[src/rtl/gate_sweep_pkg.sv]
// rtl/gate_sweep_pkg.sv - shared types and truth-table helpers for the gate sweep controller
package gate_sweep_pkg;

    typedef enum logic [1:0] {
        IDLE   = 2'd0,
        DRIVE  = 2'd1,
        FINISH = 2'd2
    } sweep_state_e;

    localparam int NUM_VEC = 8;

    // Vector index bits map straight onto {a,b,c}
    function automatic logic [2:0] idx_to_abc(input logic [2:0] idx);
        return idx;
    endfunction

    // Returns {t0,t1,t2} for the AND/OR/NOT datapath
    function automatic logic [2:0] expected_t(input logic a, input logic b, input logic c);
        return {a & b, a | b, ~c};
    endfunction

endpackage

[src/rtl/gate_sweep_ctrl_dwell_timer.sv]
// rtl/gate_sweep_ctrl_dwell_timer.sv - per-vector dwell counter flagging the sample cycle
module sweep_dwell_timer #(
    parameter int DWELL = 20,
    parameter int CNT_W = $clog2(DWELL)
) (
    input  logic clk_i,
    input  logic rst_ni,
    input  logic clear_i,
    input  logic enable_i,
    output logic last_cycle_o
);

    logic [CNT_W-1:0] cnt_q;

    always_ff @(posedge clk_i or negedge rst_ni) begin
        if (!rst_ni) begin
            cnt_q <= '0;
        end else if (clear_i) begin
            cnt_q <= '0;
        end else if (enable_i) begin
            cnt_q <= cnt_q + 1'b1;
        end
    end

    assign last_cycle_o = enable_i && (cnt_q == CNT_W'(DWELL - 1));

endmodule

[src/rtl/gate_sweep_ctrl.sv]
// rtl/gate_sweep_ctrl.sv - sweeps all {a,b,c} vectors through the gate datapath and checks results
module gate_sweep_ctrl
    import gate_sweep_pkg::*;
#(
    parameter int DWELL = 20,
    parameter int CNT_W = $clog2(DWELL)
) (
    input  logic       clk,
    input  logic       rst_n,
    input  logic       start,
    input  logic       abort,
    input  logic       t0,
    input  logic       t1,
    input  logic       t2,
    output logic       a,
    output logic       b,
    output logic       c,
    output logic       busy,
    output logic       done,
    output logic       pass,
    output logic [2:0] vec_idx,
    output logic [7:0] err_vec,
    output logic [3:0] err_count
);

    sweep_state_e state_q, state_d;
    logic [2:0]   vec_q, vec_d;
    logic [2:0]   abc_q, abc_d;
    logic         busy_q, busy_d;
    logic         done_q, done_d;
    logic         pass_q, pass_d;
    logic [7:0]   err_vec_q, err_vec_d;
    logic [3:0]   err_count_q, err_count_d;
    logic         last_cycle;
    logic         mismatch;

    // Counter is held at zero outside DRIVE and restarts after each sample
    sweep_dwell_timer #(
        .DWELL (DWELL),
        .CNT_W (CNT_W)
    ) u_dwell_timer (
        .clk_i        (clk),
        .rst_ni       (rst_n),
        .clear_i      ((state_q != DRIVE) || last_cycle),
        .enable_i     (state_q == DRIVE),
        .last_cycle_o (last_cycle)
    );

    assign mismatch = ({t0, t1, t2} != expected_t(abc_q[2], abc_q[1], abc_q[0]));

    always_comb begin
        state_d     = state_q;
        vec_d       = vec_q;
        abc_d       = abc_q;
        busy_d      = busy_q;
        done_d      = 1'b0;
        pass_d      = pass_q;
        err_vec_d   = err_vec_q;
        err_count_d = err_count_q;
        case (state_q)
            IDLE: begin
                if (start) begin
                    err_vec_d   = '0;
                    err_count_d = '0;
                    pass_d      = 1'b0;
                    vec_d       = '0;
                    abc_d       = idx_to_abc(3'd0);
                    busy_d      = 1'b1;
                    state_d     = DRIVE;
                end
            end
            DRIVE: begin
                // Abort takes priority over a coincident final sample
                if (abort) begin
                    state_d = IDLE;
                    busy_d  = 1'b0;
                    abc_d   = '0;
                    vec_d   = '0;
                    pass_d  = 1'b0;
                end else if (last_cycle) begin
                    if (mismatch) begin
                        err_vec_d[vec_q] = 1'b1;
                        err_count_d      = err_count_q + 4'd1;
                    end
                    if (vec_q != 3'(NUM_VEC - 1)) begin
                        vec_d = vec_q + 3'd1;
                        abc_d = idx_to_abc(vec_q + 3'd1);
                    end else begin
                        state_d = FINISH;
                    end
                end
            end
            FINISH: begin
                done_d  = 1'b1;
                pass_d  = (err_vec_q == 8'h00);
                busy_d  = 1'b0;
                abc_d   = '0;
                vec_d   = '0;
                state_d = IDLE;
            end
            default: begin
                state_d = IDLE;
            end
        endcase
    end

    always_ff @(posedge clk or negedge rst_n) begin
        if (!rst_n) begin
            state_q     <= IDLE;
            vec_q       <= '0;
            abc_q       <= '0;
            busy_q      <= 1'b0;
            done_q      <= 1'b0;
            pass_q      <= 1'b0;
            err_vec_q   <= '0;
            err_count_q <= '0;
        end else begin
            state_q     <= state_d;
            vec_q       <= vec_d;
            abc_q       <= abc_d;
            busy_q      <= busy_d;
            done_q      <= done_d;
            pass_q      <= pass_d;
            err_vec_q   <= err_vec_d;
            err_count_q <= err_count_d;
        end
    end

    assign a         = abc_q[2];
    assign b         = abc_q[1];
    assign c         = abc_q[0];
    assign busy      = busy_q;
    assign done      = done_q;
    assign pass      = pass_q;
    assign vec_idx   = vec_q;
    assign err_vec   = err_vec_q;
    assign err_count = err_count_q;

endmodule

[config.mk]
export PLATFORM = sky130hd
export DESIGN_NAME = gate_sweep_ctrl
export DESIGN_NICKNAME = d
export VERILOG_FILES = /design/src/rtl/gate_sweep_pkg.sv /design/src/rtl/gate_sweep_ctrl_dwell_timer.sv /design/src/rtl/gate_sweep_ctrl.sv
export SDC_FILE = /design/constraint.sdc
export NUM_CORES = 1
export LEC_CHECK = 0
export BUFFER_PORTS_ARGS = -buffer_cell sky130_fd_sc_hd__buf_2
export CORE_AREA = 2 2 56 58
export CTS_BUF_LIST = sky130_fd_sc_hd__clkbuf_16
export CTS_CLUSTER_SIZE = 30
export DETAILED_ROUTE_END_ITERATION = 16
export DIE_AREA = 0 0 58 60
export PLACE_DENSITY = 0.73
export SETUP_SLACK_MARGIN = 0.1
export SYNTH_ARGS = -nofsm -noshare
export SYNTH_HDL_FRONTEND = slang
export SYNTH_SLANG_ARGS = --single-unit
[constraint.sdc]
create_clock -name clk -period 2.2 [get_ports clk]
set_input_delay 0.11 -clock clk [delete_from_list [all_inputs] [get_ports clk]]
set_output_delay 0.11 -clock clk [all_outputs]
set_load 0.01 [all_outputs]
==> results.cfg <==
[run_status]
status = completed

[sta]
finClkSkew_ns = 0.00439
final-hold-violation-count = 0
setup_tns_ns = 0
fin_hold_ws_ns = 0.129
fin_crit_sh_pct = 89.3
setup_ws_ns = 0.235
period_needed_ns = 1.97
max_freq_mhz = 509
relSlewSlack_pct = 51.8
slew_viol_final = 0
tightest_slew_ns = 0.717
rsz0062_at_grt = no
setup_viol = 0

[placement]
port_buffers = 27
gp_congestion = 0.820
dpl_worst_slack_ns = 0.144
hpwl_microns = 2070

[detailed_routing]
dr_total_vias = 1079
drtPass1Iterations = 5
postRouteAntennaNets = 0
dr_wl_met2_microns = 1260
top_layer = met4
routed_wl_microns = 2740
drc = 0
wl_met3_microns = 103
wl_met1_microns = 1340
wl_per_cell_microns = 14.0
drt-initial-drc-count = 38
viasPerCell = 5.51

[global_routing]
grt-ovfl-total = 0
grt_pass1_wl_microns = 4860
grt_max_degree = 26
grt_usage_pct = 18.5
antenna_found_initial = 0
grt_pass1_vias = 1008

[cts]
cts_setup_buffers = 0
clock-root-buffer = clkbuf_16
cts_htree_levels = 1
cts.sinks = 25
cts.path.max_buffers = 2
clk_pin_slew_ns = 0.06
cts_buffers = 3
insertion_delay_ns = 0.26
cts_tree = built

[finish]
diodes = 0
drive_gt1_share_pct = 28.8
nets = 178
area_growth_pct = 18.8

[yosys]
synth-seq-cells = 25
yosysUniqueCellTypes = 38
syn-cell-area_sq_um = 1390
yosysWarnings = 0
netlist_instances = 137
synth-edff-count = 0
synth_fp_nets = 151
synth_ff_type = dfrtp_1
synth.avg_cell_area_sq_um = 10.2
synth_area_leaders = dfrtp_1 45%, ha_1 6.3%, nand2_1 4.9%
synth.top_cell.area_share_pct = 44.9
synth.largest_area_cell = dfrtp_1
synth-seq-area-share_pct = 44.9
synthArstFlopShare_pct = 100

[critical_path]
critPathRequiredTime_ns = 2.33
rrSetupSlack_ns = 0.23
crit_fanout = 12
crit_path_end_kind = flop
arrival_ns = 2.10
path_class = flop to flop
cp-start-kind = flop

[floorplan]
die-area_sq_um = 3480
initial_utilization_pct = 48.0
io-pin-count = 28
rows = 20
die_h_microns = 60
core-area_sq_um = 2900
fp.dieW_microns = 58

[power_and_ir_drop]
power-per-cell-area_nw_per_um2 = 1180
power_leakage_uw = 0.000824
p_total_uw = 1950
ir_worst_vdd_uv = 586

[job]
max_cap_viol_count = 0

[min_path]
hp-class = input port to flop
## critical path: stages (launching register included)
cell and delay [ns]:
dfrtp_1 0.40, inv_1 0.09, ha_2 0.29, nand2b_2 0.13, a221oi_4 0.34, o21ai_4 0.19
o41ai_1 0.41
## where the power goes
part	switching, uW	leakage (uW)	internal [uW]
logic	494	0.000457	367
clock network	163	0.0000371	247
registers	107	0.000330	576
total	764	0.000824	1190
## synthesized netlist by cell type, drive strengths merged (3+ instances only)
library cell	instances
dfrtp	25
nand2	18
inv	9
nor2	8
ha	7
o21ai	6
o41ai	6
buf	5
mux2i	5
a21oi	4
nand2b	4
nand3	4
nor2b	4
nor3	4
and3	3
clkbuf	3
xnor2	3
## flip-flops by register name, indices dropped and copies added (netlist names)
register             cells
pass                     1
err_vec                  8
abc_q                    3
done                     1
state_q                  2
u_dwell_timer.cnt_q      5
err_count                4
busy                     1
## logic make-up after synthesis
family          count (synthesis)  share of synthesized area [%]
simple gates                   53                           21.1
mux                             7                           5.21
flops                          25                           44.9
compound gates                 24                           13.9
xor+xnor                        4                           2.52
fa+ha+maj                       7                           6.29
buf+inv                        17                           6.02
## layer usage
metal | track usage (%) | vias to the layer above
met5 | 0 | -
met4 | 9.63 | 0
met3 | 3.03 | 4
met2 | 27.1 | 20
met1 | 26.3 | 526
li1 | - | 529
## path summary, 6_finish.rpt
path                                             start                      to  cells after the start
worst max register to register              state_q[1]              err_vec[4]                      6
min in group asynchronous                        rst_n                    done                      2
max in group asynchronous                        rst_n            err_count[2]                      2
worst max-delay path                        state_q[1]              err_vec[4]                      6
worst min-delay path                             start              state_q[0]                      3
worst min register to register  u_dwell_timer.cnt_q[0]  u_dwell_timer.cnt_q[0]                      1
## metrics by stage
step           util, %  std cells  instance area [sq um]
2_1_floorplan        -        137                   1390
3_3_place_gp      52.8        191                   1530
3_5_place_dp      52.8        191                   1530
4_1_cts           56.0        196                   1630
5_1_grt           57.0        196                   1650
6_report          57.0        196                   1650
## cell type report
class	instances	area [sq um]
clock buffers	3	75.1
clock inverters	1	7.51
multi-input cells	95	711
fillers	266	1250
repair buffers	30	160
flip-flops and latches	25	626
inverters	9	33.8
well taps	33	41.3
## timing repair
action	in CTS	in global routing
hold endpoints to repair	25	0
resized for setup	0	5
hold buffers	1	0
setup endpoints to repair	0	8
## placed cells by master (no fill, tap or decap), types with 2 or more instances in the layout
master,count
nand2b_1,3
nor3_1,4
nor2b_1,3
and3_1,2
buf_4,2
nand3_1,4
inv_1,9
xnor2_1,3
dfrtp_1,25
nor2_1,8
o21ai_0,5
mux2i_1,5
ha_1,6
o211a_1,2
o41ai_1,4
buf_2,27
clkbuf_16,3
nand2_1,18
a211o_2,2
mux2_2,2
a21oi_1,4
o41ai_2,2
Note: power is estimated with default switching activity, not from simulation.
